## src/rtl/axi_interconnect_fifogen_pkg.sv

```systemverilog
// Shared fifogen helpers: Gray-code direction tags and bin<->gray conversion functions.
// Inputs are zero-extended to GRAY_MAXW bits, so callers truncate the result back to their own width.
package axi_interconnect_fifogen_pkg;

  localparam logic GRAY_ENC = 1'b0;
  localparam logic GRAY_DEC = 1'b1;
  localparam int unsigned GRAY_MAXW = 64;

  function automatic logic [GRAY_MAXW-1:0] f_bin2gray(input logic [GRAY_MAXW-1:0] b);
    return b ^ (b >> 1);
  endfunction

  // Prefix XOR from the MSB down; leading zeros from zero-extension leave the result unchanged.
  function automatic logic [GRAY_MAXW-1:0] f_gray2bin(input logic [GRAY_MAXW-1:0] g);
    logic [GRAY_MAXW-1:0] b;
    logic                 acc;
    b   = '0;
    acc = 1'b0;
    for (int i = GRAY_MAXW - 1; i >= 0; i--) begin
      acc  = acc ^ g[i];
      b[i] = acc;
    end
    return b;
  endfunction

endpackage

```

## src/rtl/axi_interconnect_fifogen_pipe_stage.sv

```systemverilog
// One valid/ready register slice. The load enable is computed by the parent from the whole valid chain.
module axi_interconnect_fifogen_pipe_stage #(
  parameter int unsigned W = 32
) (
  input  logic         clk_sys,
  input  logic         rst_n,
  input  logic         sclr,
  input  logic         ld,
  input  logic         up_vld,
  input  logic [W-1:0] up_data,
  output logic         dn_vld,
  output logic [W-1:0] dn_data
);

  logic         vld_d, vld_q;
  logic [W-1:0] data_d, data_q;

  // Data only moves when a valid word is loaded; an empty stage keeps its stale data.
  always_comb begin
    vld_d  = vld_q;
    data_d = data_q;
    if (sclr) begin
      vld_d = 1'b0;
    end else if (ld) begin
      vld_d = up_vld;
      if (up_vld) data_d = up_data;
    end
  end

  always_ff @(posedge clk_sys or negedge rst_n) begin
    if (!rst_n) begin
      vld_q  <= 1'b0;
      data_q <= '0;
    end else begin
      vld_q  <= vld_d;
      data_q <= data_d;
    end
  end

  assign dn_vld  = vld_q;
  assign dn_data = data_q;

endmodule

```

## src/rtl/axi_interconnect_fifogen_gray_codec.sv

```systemverilog
// Multi-channel binary<->Gray converter followed by a PIPE_LINE-deep valid/ready pipeline.
// Conversion happens ahead of stage 1; later stages only delay the result.
module axi_interconnect_fifogen_gray_codec
  import axi_interconnect_fifogen_pkg::*;
#(
  parameter int unsigned    CH        = 2,
  parameter int unsigned    DW        = 16,
  parameter int unsigned    PIPE_LINE = 2,
  parameter logic [CH-1:0]  MODE_MASK = '0
) (
  input  logic             clk_sys,
  input  logic             rst_n,
  input  logic             sclr,
  input  logic             i_vld,
  output logic             i_rdy,
  input  logic [CH*DW-1:0] idata,
  output logic             o_vld,
  input  logic             o_rdy,
  output logic [CH*DW-1:0] odata
);

  localparam int unsigned W = CH * DW;

  logic [W-1:0] conv_c;

  for (genvar c = 0; c < CH; c++) begin : g_ch
    if (MODE_MASK[c] == GRAY_DEC) begin : g_dec
      assign conv_c[c*DW +: DW] = DW'(f_gray2bin(GRAY_MAXW'(idata[c*DW +: DW])));
    end else begin : g_enc
      assign conv_c[c*DW +: DW] = DW'(f_bin2gray(GRAY_MAXW'(idata[c*DW +: DW])));
    end
  end

  if (PIPE_LINE == 0) begin : g_comb
    logic unused_ctl;
    assign unused_ctl = ^{clk_sys, rst_n, sclr};
    assign odata = conv_c;
    assign o_vld = i_vld;
    assign i_rdy = o_rdy;
  end else begin : g_pipe
    logic [PIPE_LINE:0] vld_s;
    logic [PIPE_LINE:1] ld_c;
    logic [W-1:0]       data_s [PIPE_LINE+1];

    assign vld_s[0]  = i_vld;
    assign data_s[0] = conv_c;

    // Stage k loads when it is empty or everything downstream of it moves this cycle.
    always_comb begin
      logic nxt;
      ld_c = '0;
      nxt  = o_rdy;
      for (int k = PIPE_LINE; k >= 1; k--) begin
        ld_c[k] = !vld_s[k] || nxt;
        nxt     = ld_c[k];
      end
    end

    for (genvar k = 1; k <= PIPE_LINE; k++) begin : g_stage
      axi_interconnect_fifogen_pipe_stage #(.W(W)) u_stage (
        .clk_sys (clk_sys),
        .rst_n   (rst_n),
        .sclr    (sclr),
        .ld      (ld_c[k]),
        .up_vld  (vld_s[k-1]),
        .up_data (data_s[k-1]),
        .dn_vld  (vld_s[k]),
        .dn_data (data_s[k])
      );
    end

    assign i_rdy = ld_c[1] & ~sclr;
    assign o_vld = vld_s[PIPE_LINE];
    assign odata = data_s[PIPE_LINE];
  end

endmodule

```

## config.mk

```make
export PLATFORM = sky130hd
export DESIGN_NAME = axi_interconnect_fifogen_gray_codec
export DESIGN_NICKNAME = d
export VERILOG_FILES = /design/src/rtl/axi_interconnect_fifogen_pkg.sv /design/src/rtl/axi_interconnect_fifogen_pipe_stage.sv /design/src/rtl/axi_interconnect_fifogen_gray_codec.sv
export SDC_FILE = /design/constraint.sdc
export NUM_CORES = 1
export LEC_CHECK = 0
export ABC_AREA = 1
export CAP_MARGIN = 20
export CORE_MARGIN = 1.5
export CORE_UTILIZATION = 45
export DETAILED_ROUTE_END_ITERATION = 12
export GPL_TIMING_DRIVEN = 0
export PLACE_DENSITY = 0.81
export SLEW_MARGIN = 10
export SYNTH_ARGS = -nofsm -noshare
export SYNTH_HDL_FRONTEND = slang
export SYNTH_HIERARCHICAL = 1
export SYNTH_SLANG_ARGS = --single-unit
```

## constraint.sdc

```tcl
create_clock -name clk_sys -period 1.1 [get_ports clk_sys]
set_input_delay 0.11 -clock clk_sys [delete_from_list [all_inputs] [get_ports clk_sys]]
set_output_delay 0.11 -clock clk_sys [all_outputs]
set_load 0.05 [all_outputs]
```

==> results <==
[worst min-delay path: cells and delay by family]
family	cells	cell delay [ns]
buffers and inverters	1	0.15
AND/OR/NAND/NOR	2	0.14
[path summary, 6_finish.rpt]
check / from / endpoint / slack [ns] / cells after the start
max: g_pipe.g_stage[2].u_stage/dn_vld$_DFFE_PN0P_ / g_pipe.g_stage[2].u_stage/dn_data[25]$_DFFE_PN0P_ / -0.14 / 6
min: i_vld / g_pipe.g_stage[1].u_stage/dn_data[26]$_DFFE_PN0P_ / 0.1 / 3
max reg2reg: g_pipe.g_stage[2].u_stage/dn_vld$_DFFE_PN0P_ / g_pipe.g_stage[2].u_stage/dn_data[25]$_DFFE_PN0P_ / -0.14 / 6
min reg2reg: g_pipe.g_stage[2].u_stage/dn_data[9]$_DFFE_PN0P_ / g_pipe.g_stage[2].u_stage/dn_data[9]$_DFFE_PN0P_ / 0.47 / 2
max in group asynchronous: rst_n / g_pipe.g_stage[2].u_stage/dn_vld$_DFFE_PN0P_ / 0.33 / 2
min in group asynchronous: rst_n / g_pipe.g_stage[1].u_stage/dn_data[31]$_DFFE_PN0P_ / 0.34 / 2
[cells in the mapped netlist, drive strengths merged]
| library cell | count | area share (%) |
|---|---|---|
| nand2 | 132 | 16 |
| xor2 | 30 | 8.6 |
| dfrtp | 66 | 54 |
| nand3 | 3 | 1.3 |
| buf | 28 | 5.4 |
| nand4 | 64 | 13 |
| o21ai | 2 | 0.33 |
| inv | 5 | 0.62 |
[final cells by class]
cell class                 count  area, um2  share of cell area, %
buffer                        26        194                   4.57
clock inverter                 6       66.3                   1.56
inverter                       5       18.8                  0.442
clock buffer                  10        138                   3.24
multi-input combinational    232       1360                   31.9
sequential                    66       1650                   39.0
tap                           77       96.3                   2.27
timing repair buffer          83        722                   17.0
[state kept, by name (all words and copies together) (netlist names)]
name and flops:
g_pipe.g_stage.u_stage/dn_data 64, g_pipe.g_stage.u_stage/dn_vld 2
[repair_timing]
item	CTS	global route
pin swaps	0	0
buffers inserted	5	2
setup endpoints to repair	93	124
gates resized for setup	219	38
cloned	6	1
endpoints found under the hold margin	66	0
hold buffers	1	0
[logic make-up (layout without fill, tap and decap cells)]
logic type / after synthesis / count (layout) / synth area share, %
and+or+nand+nor: 199 / 200 / 30.7
DFF: 66 / 66 / 54.3
buffers and inverters: 33 / 130 / 6.04
xor gates and xnor gates: 30 / 30 / 8.63
AOI/OAI and AO/OA: 2 / 2 / 0.329
[layer usage]
layer  GRT usage [%]  vias up  routed length (um)
li1                -     1302                   -
met1            26.5     1276                3150
met2            33.6       72                3670
met3            3.60       12                 298
met4            11.9        0                 163
met5               0        -                   0
[where the power goes]
group          switching, mW  internal [mW]  total [mW]
Clock                  0.961           1.11        2.07
Sequential             0.298           2.86        3.16
Combinational           1.56          0.747        2.31
Total                   2.82           4.72        7.54
==> results.cfg <==
[placed_design]
io_buffers = 69
place_inst = 476
dpl.hpwl_mm = 4.60
gp_congestion = 0.828
post_dp_cell_area_mm2 = 0.00388
dp_slack_ns = -0.656

[clocking]
cts.sinks = 66
ctsLongestPathBuffers = 2
cts-root-buf = clkbuf_8
htreeDepth = 3
cts_tree = built
cts_buffers = 9
path_clk_slew_ns = 0.07
clock_latency_ns = 0.34

[pwr]
power_leakage_nw = 2.16
ir_drop_v = 0.000765
pwr_density_cell_mw_per_mm2 = 1780
power_mw = 7.54

[finish]
area_delta_synth_final_pct = 39.4
drive_gt1_share_pct = 31.5
final_common_cell = nand2_1
instances_no_fill = 505
layout.nets = 460
nFillCells = 527
final_core_util_pct = 65.7
layout_common_cells = 96 x nand2_1, 65 x dfrtp_1, 64 x nand4_1, 34 x clkdlybuf4s50_1
final_cell_area_mm2 = 0.00424
antennaDiodeCount = 0

[floorplanning]
die_w_um = 85.3
initial_utilization_pct = 47.1
row_count = 29
io_pins = 71
dieArea_mm2 = 0.00727
die_h_um = 85.3
core_mm2 = 0.00646

[setup_path]
slowest_delay_ns = 0.44
worst-path-buf-inv = 2
cpLargestDelayFamily = flip-flops
cp_slowest_cell = dfrtp_2
critPathMaxFanout = 8
cp.arrival_ns = 1.47
worst-setup-path-type = reg2reg
crit_chain = nand2_1, buf_6, nand3_4, buf_6, nand2_1, nand2_1
end_kind = flip-flop
critPathLaunchType = flip-flop
cp.required_ns = 1.33
crit_path_frequent_cell = nand2_1

[synth]
syn_avg_cell_area_um2 = 9.22
yosysUniqueCellTypes = 11
ys_seq_area_share_pct = 54.3
synth_cells = 330
synth_seq_cells = 66
syn-cell-area_mm2 = 0.00304
ys_warn_count = 6
syn-num-nets = 367

[grt]
grt_pass1_vias = 2497
grt_pass1_wl_mm = 11.7
grt.overflow.total = 0
grt_max_degree = 67
grtUsageTotal_pct = 20.8
antenna_found_initial = 0

[route]
drc = 3
via_count = 2662
wirelength_mm = 7.28
firstDrtPassIters = 8
vias_per_cell = 5.27
wire_per_inst_um = 14.4
ant_nets = 0
first_iter_violations = 157

[timing]
fin_crit_sh_pct = 112
setup_tns_ns = -5.60
clock_skew_ns = 0.00522
fmax_ghz = 0.809
rsz0062_at_grt = true
fin_crit_ns = 1.24
slew_headroom_pct = 61.3
setup_ws_ns = -0.137
slew_violations = 0
setup_viol = 65
finalHoldViolations = 0
whs_ns = 0.0960
worstMarginPinSlew_ns = 0.581

[status]
status = finished with violations
failed_checks = design-rule violations, negative setup slack

[min_path]
hold_path.class = in2reg

[job]
drv_cap = 0
No activity file was read; power rests on OpenSTA's default activity.
